**config.mk**
```make
export PLATFORM = sky130hd
export DESIGN_NAME = vga_timing_gen
export DESIGN_NICKNAME = d
export VERILOG_FILES = /design/src/rtl/vga_timing_gen.sv
export SDC_FILE = /design/constraint.sdc
export NUM_CORES = 1
export LEC_CHECK = 0
export ABC_AREA = 1
export CAP_MARGIN = 20
export CELL_PAD_IN_SITES_DETAIL_PLACEMENT = 1
export CELL_PAD_IN_SITES_GLOBAL_PLACEMENT = 1
export CORE_ASPECT_RATIO = 0.5
export CORE_UTILIZATION = 42
export DETAILED_ROUTE_END_ITERATION = 12
export PLACE_DENSITY_LB_ADDON = 0.1
export SYNTH_ARGS = -nofsm -noshare
export SYNTH_HDL_FRONTEND = slang
export SYNTH_SLANG_ARGS = --single-unit
export TNS_END_PERCENT = 50
```
**constraint.sdc**
```tcl
create_clock -name clk -period 2.1 [get_ports clk]
set_clock_uncertainty 0.1 [all_clocks]
set_input_delay 0.42 -clock clk [delete_from_list [all_inputs] [get_ports clk]]
set_output_delay 0.42 -clock clk [all_outputs]
set_load 0.005 [all_outputs]
```
**src/rtl/vga_timing_gen.sv**
```systemverilog
// vga_timing_gen: 640x480@60 VGA timing from a 50 MHz clock, with delayed sync/blank outputs.
// Rev 1.0 - initial release.
`default_nettype none

module vga_timing_gen #(
  parameter int unsigned H_SYNC     = 96,
  parameter int unsigned H_BP       = 48,
  parameter int unsigned H_ACTIVE   = 640,
  parameter int unsigned H_FP       = 16,
  parameter int unsigned V_SYNC     = 2,
  parameter int unsigned V_BP       = 33,
  parameter int unsigned V_ACTIVE   = 480,
  parameter int unsigned V_FP       = 10,
  parameter int unsigned CTRL_DELAY = 4
) (
  input  logic       clk,
  input  logic       rst,
  output logic [9:0] x,
  output logic [9:0] y,
  output logic       pix_en,
  output logic       vga_clk,
  output logic       hsync,
  output logic       vsync,
  output logic       blank_n,
  output logic       sync_n,
  output logic       line_start,
  output logic       frame_start
);

  localparam logic [9:0] H_SYNC_END  = 10'(H_SYNC);
  localparam logic [9:0] H_ACT_START = 10'(H_SYNC + H_BP);
  localparam logic [9:0] H_ACT_END   = 10'(H_SYNC + H_BP + H_ACTIVE);
  localparam logic [9:0] H_LAST      = 10'(H_SYNC + H_BP + H_ACTIVE + H_FP - 1);
  localparam logic [9:0] V_SYNC_END  = 10'(V_SYNC);
  localparam logic [9:0] V_ACT_START = 10'(V_SYNC + V_BP);
  localparam logic [9:0] V_ACT_END   = 10'(V_SYNC + V_BP + V_ACTIVE);
  localparam logic [9:0] V_LAST      = 10'(V_SYNC + V_BP + V_ACTIVE + V_FP - 1);
  // {hsync, vsync, blank_n} while idle
  localparam logic [2:0] CTRL_IDLE   = 3'b110;

  logic       phase_q;
  logic       pix_en_q;
  logic       vga_clk_q;
  logic [9:0] x_q, x_d;
  logic [9:0] y_q, y_d;
  logic       line_start_q, line_start_d;
  logic       frame_start_q, frame_start_d;
  logic [2:0] ctrl_raw;
  logic [2:0] ctrl_out;

  always_ff @(posedge clk or posedge rst) begin
    if (rst) begin
      phase_q       <= 1'b0;
      pix_en_q      <= 1'b0;
      vga_clk_q     <= 1'b0;
      x_q           <= 10'd0;
      y_q           <= 10'd0;
      line_start_q  <= 1'b0;
      frame_start_q <= 1'b0;
    end else begin
      phase_q       <= ~phase_q;
      pix_en_q      <= phase_q;
      vga_clk_q     <= phase_q;
      x_q           <= x_d;
      y_q           <= y_d;
      line_start_q  <= line_start_d;
      frame_start_q <= frame_start_d;
    end
  end

  always_comb begin
    x_d           = x_q;
    y_d           = y_q;
    line_start_d  = 1'b0;
    frame_start_d = 1'b0;
    if (pix_en_q) begin
      if (x_q == H_LAST) begin
        x_d          = 10'd0;
        line_start_d = 1'b1;
        if (y_q == V_LAST) begin
          y_d           = 10'd0;
          frame_start_d = 1'b1;
        end else begin
          y_d = y_q + 10'd1;
        end
      end else begin
        x_d = x_q + 10'd1;
      end
    end
  end

  always_comb begin
    ctrl_raw[2] = (x_q >= H_SYNC_END);
    ctrl_raw[1] = (y_q >= V_SYNC_END);
    ctrl_raw[0] = (x_q >= H_ACT_START) && (x_q < H_ACT_END) &&
                  (y_q >= V_ACT_START) && (y_q < V_ACT_END);
  end

  // The delay line runs every clk so it matches the drawing pipeline latency in clks, not pixels.
  generate
    if (CTRL_DELAY == 0) begin : g_bypass
      assign ctrl_out = ctrl_raw;
    end else begin : g_delay
      logic [2:0] dly_q [CTRL_DELAY];

      always_ff @(posedge clk or posedge rst) begin
        if (rst) begin
          for (int i = 0; i < int'(CTRL_DELAY); i++) dly_q[i] <= CTRL_IDLE;
        end else begin
          dly_q[0] <= ctrl_raw;
          for (int i = 1; i < int'(CTRL_DELAY); i++) dly_q[i] <= dly_q[i-1];
        end
      end

      assign ctrl_out = dly_q[CTRL_DELAY-1];
    end
  endgenerate

  assign x           = x_q;
  assign y           = y_q;
  assign pix_en      = pix_en_q;
  assign vga_clk     = vga_clk_q;
  assign hsync       = ctrl_out[2];
  assign vsync       = ctrl_out[1];
  assign blank_n     = ctrl_out[0];
  assign sync_n      = 1'b0;
  assign line_start  = line_start_q;
  assign frame_start = frame_start_q;

endmodule

`default_nettype wire

```
==> metrics.md <==
| Metric | Value |
|---|---|
| Reg2Reg Capture Point | `y[5]` |
| Min-Delay Path Depth | `0` |
| Cell area after technology mapping | `roughly 1700 µm²` |
| CTS tree | `yes` |
| Routed Wire Length | `around 3800 µm` |
| Cell variety after synth | `26` |
| Power per cell area | `around 570 nW/µm²` |
| Cell chain of the critical path | `clkdlybuf4s50_1` |
| Synth Area in Compound Gates | `approximately 5.7%` |
| Pint | `approximately 0.93 mW` |
| Mean Syn Cell Area | `about 9 µm²` |
| Critical path endpoint category | `primary output` |
| Largest net degree at the start of global routing | `37` |
| Reg-to-Reg Start | `x[1]` |
| CTS Hold Bufs | `0` |
| Antenna violations before repair | `0` |
| Fin crit period | `1.891 ns` |
| Detailed-route vias per instance | `between 4 and 5` |
| Worst Slack Setup Final | `0.2093 ns` |
| H-tree depth | `2` |
| Setup Buffers After CTS | `0` |
| Die height | `approximately 47 µm` |
| Clk pwr share | `40.7%` |
| First-pass GRT wire length | `6320 µm` |
| Most frequent cell after synthesis | `nand2_1` |
| Fill cell count | `about 430` |
| CTS sink count | `36` |
| Gates resized, CTS repair | `0` |
| Sequential cell area fraction in the yosys report | `between 50% and 60%` |
| Post-Place Cell Area | `2013 µm²` |
| Row count | `15` |
| Share of the synthesized area in the top cell type | `between 40% and 50%` |
| Avg WL per Cell | `about 14 µm` |
| Yosys reg bits | `36` |
| Mapped Cells | `190` |
| Post-synthesis mux area share | `0%` |
| CP arrival | `between 1 and 1.5 ns` |
| Combinational Power Share | `approximately 1.4%` |
| Hold Crit Class | `register to register` |
| Area share of and/or/nand/nor cells after synthesis | `between 20% and 30%` |
| R2R Setup Slk | `around 0.30 ns` |
| Layout cells sized above 1 | `between 10 and 15%` |
| Hold path startpoint | `g_delay.dly_q[6]` |
| # setup viols final | `0` |
| Post-synthesis xor/xnor area fraction | `between 4 and 5%` |
| Top_reg_cell synth | `dfrtp_1` |
| Setup WS pre-CTS | `0.3149 ns` |
| Starting Density | `between 40% and 50%` |
| I/O pin cnt | `30` |
| Largest family of logic cells by synthesized area | `simple AND/OR/NAND/NOR gates` |
| Worst Hold Endpoint | `g_delay.dly_q[3]` |
| Via count | `around 1400` |
| Sw Share | `a little under a quarter` |
| Delay-heaviest family, CP | `buffers and inverters` |
| Post-synth ARST share | `between 90% and 100%` |
| CTS Buf Count | `5` |
| Crit path kind | `register to primary output` |
| Final instance area | `2101 µm²` |
| CP Max Fanout | `10` |
| Number of port buffers | `28` |
| Sequential Power Share | `slightly below 60%` |
| Vias in the first global route | `around 1400` |
| Critical Path Source Type | `register` |
| Final global-route overflow total | `0` |
| Final Net Count | `approximately 230` |
| Critical path's largest stage delay | `around 0.56 ns` |
| Unrepaired setup endpoints after global routing | `false` |
| Post-route ant nets | `0` |
| Yosys warnings | `0` |
| Required time of the critical path | `1.58 ns` |
| Layout area overhead | `23.64%` |
| Synthesized-area fraction occupied by adder cells | `roughly 3.7%` |
| Overall global routing resource usage | `19.61%` |
| CP Buf/Inv Count | `1` |
| Die width | `91.95 µm` |
| N_diodes | `0` |
| R2r worst-path depth | `8` |
| TritonRoute pass-1 iters | `4` |
| Highest Clock Rate | `528.9 MHz` |
| DRC | `0` |
| Slowest cell on crit path | `clkdlybuf4s50_1` |
| Hold slack | `0.2538 ns` |
| Setup TNS | `0 ns` |
| Skew-Pair Late Insertion Delay | `between 0.2 and 0.3 ns` |
| Switching power | `roughly 0.27 mW` |
| Synth area leaders | `dfrtp_1 41%, dfstp_2 12%, nand2_1 8.2%, inv_1 6.4%, nand3_1 5.6%` |
| Clock Path Buffers | `2` |
| # Max-Cap Violations | `0` |
| Tcrit/Tclk final | `about 90%` |
| Hpwl dp | `2811 µm` |
| Status | `finished, final reports clean` |
| Placer Congestion | `just under 0.9` |
| CTS root buffer | `clkbuf_8` |
| Fin. max-slew vios | `0` |
| DRT iter0 DRCs | `28` |
| EDFF count, synth | `0` |
| Leakage | `1.027 nW` |
| Die area | `4319 µm²` |
| Final hold vios | `0` |
| Synth top cells by count | `37 x nand2_1, 29 x inv_1, 28 x dfrtp_1, 19 x nand3_1, 18 x nor2_1` |
| Max VDD drop | `0.2229 mV` |
| Clk slew on worst S/H paths | `about 0.070 ns` |
| Mapped Nets | `~200` |
| Core Area | `between 3000 and 4000 µm²` |
| Area leader, netlist | `dfrtp_1` |
[metal layers]
metal  part of all wire [%]  vias up  track usage (%)  wire (µm)
met5                      0        -                0          0
met4                    1.5        0            8.438         56
met3                    3.5        6            5.178        132
met2                     46       25            33.88       1767
met1                     49      668            24.47       1869
li1                       -      656                -          -
[cell type report]
type,instances,area [µm²],area share (%)
multi-input combinational,120,638.1,30.38
sequential,36,910.9,43.36
inverter,30,112.6,5.360
tap,51,63.81,3.038
clock inverter,3,18.77,0.8934
clock buffer,5,68.82,3.276
timing repair buffer,29,287.8,13.70
[placed cells by master (no fill, tap or decap)]
master | Yosys | final
a21oi_1 | 3 | 3
buf_4 | 2 | 1
clkbuf_8 | 0 | 5
clkdlybuf4s50_1 | 0 | 28
clkinv_2 | 0 | 2
clkinv_4 | 0 | 1
conb_1 | 1 | 1
dfrtp_1 | 28 | 28
dfstp_2 | 8 | 8
ha_1 | 5 | 5
inv_1 | 29 | 29
inv_2 | 1 | 1
nand2_1 | 37 | 37
nand3_1 | 19 | 19
nand3_2 | 2 | 2
nand3b_1 | 1 | 1
nand4_1 | 5 | 5
nor2_1 | 18 | 18
nor2_2 | 1 | 1
nor2_4 | 1 | 1
nor3_1 | 1 | 1
o211a_1 | 1 | 1
o21a_1 | 1 | 1
o21ai_0 | 12 | 12
o21ai_1 | 1 | 1
or2_1 | 1 | 1
or2_2 | 1 | 1
xnor2_1 | 1 | 1
xor2_1 | 8 | 8
[power groups by stage]
stage	sequential (mW)	combinational [mW]	clock, mW
2_1_floorplan	0.707	0.0118	0
3_3_place_gp	0.707	0.0172	0
3_5_place_dp	0.707	0.0182	0
4_1_cts	0.693	0.0180	0.504
5_1_grt	0.693	0.0196	0.532
6_report	0.694	0.0166	0.487
[state kept, by name, summed over array words and instances (netlist names)]
| register | flops |
|---|---|
| x | 10 |
| y | 10 |
| g_delay.dly_q | 9 |
| ctrl_out | 3 |
| frame_start | 1 |
| line_start | 1 |
| phase_q | 1 |
| vga_clk | 1 |
[stage by stage]
stage	util, %	std cells	power (mW)
finish	57.70	274	1.198
global route	57.70	274	1.245
CTS	57.70	274	1.216
detailed placement	55.29	266	0.7247
global placement	55.29	266	0.7237
floorplan	-	190	0.7183
[cells by family (layout without fill, tap and decap cells)]
logic type | Yosys count | count (layout)
compound gates | 18 | 18
buf+inv | 34 | 67
xor+xnor | 9 | 9
flops | 36 | 36
simple gates | 87 | 87
other cells | 1 | 1
fa+ha+maj | 5 | 5
[worst max-delay path by stage]
stage               startpoint  slack (ns)      end  cells after the start
CTS                    vga_clk        0.20  vga_clk                      1
finish                 vga_clk        0.21   pix_en                      1
floorplan                 y[1]        0.65     y[8]                      8
detailed placement        x[1]        0.31     y[5]                      8
global placement          x[1]        0.44     y[5]                      8
global route           vga_clk        0.14  vga_clk                      1
No activity file was read; power rests on OpenSTA's default activity.
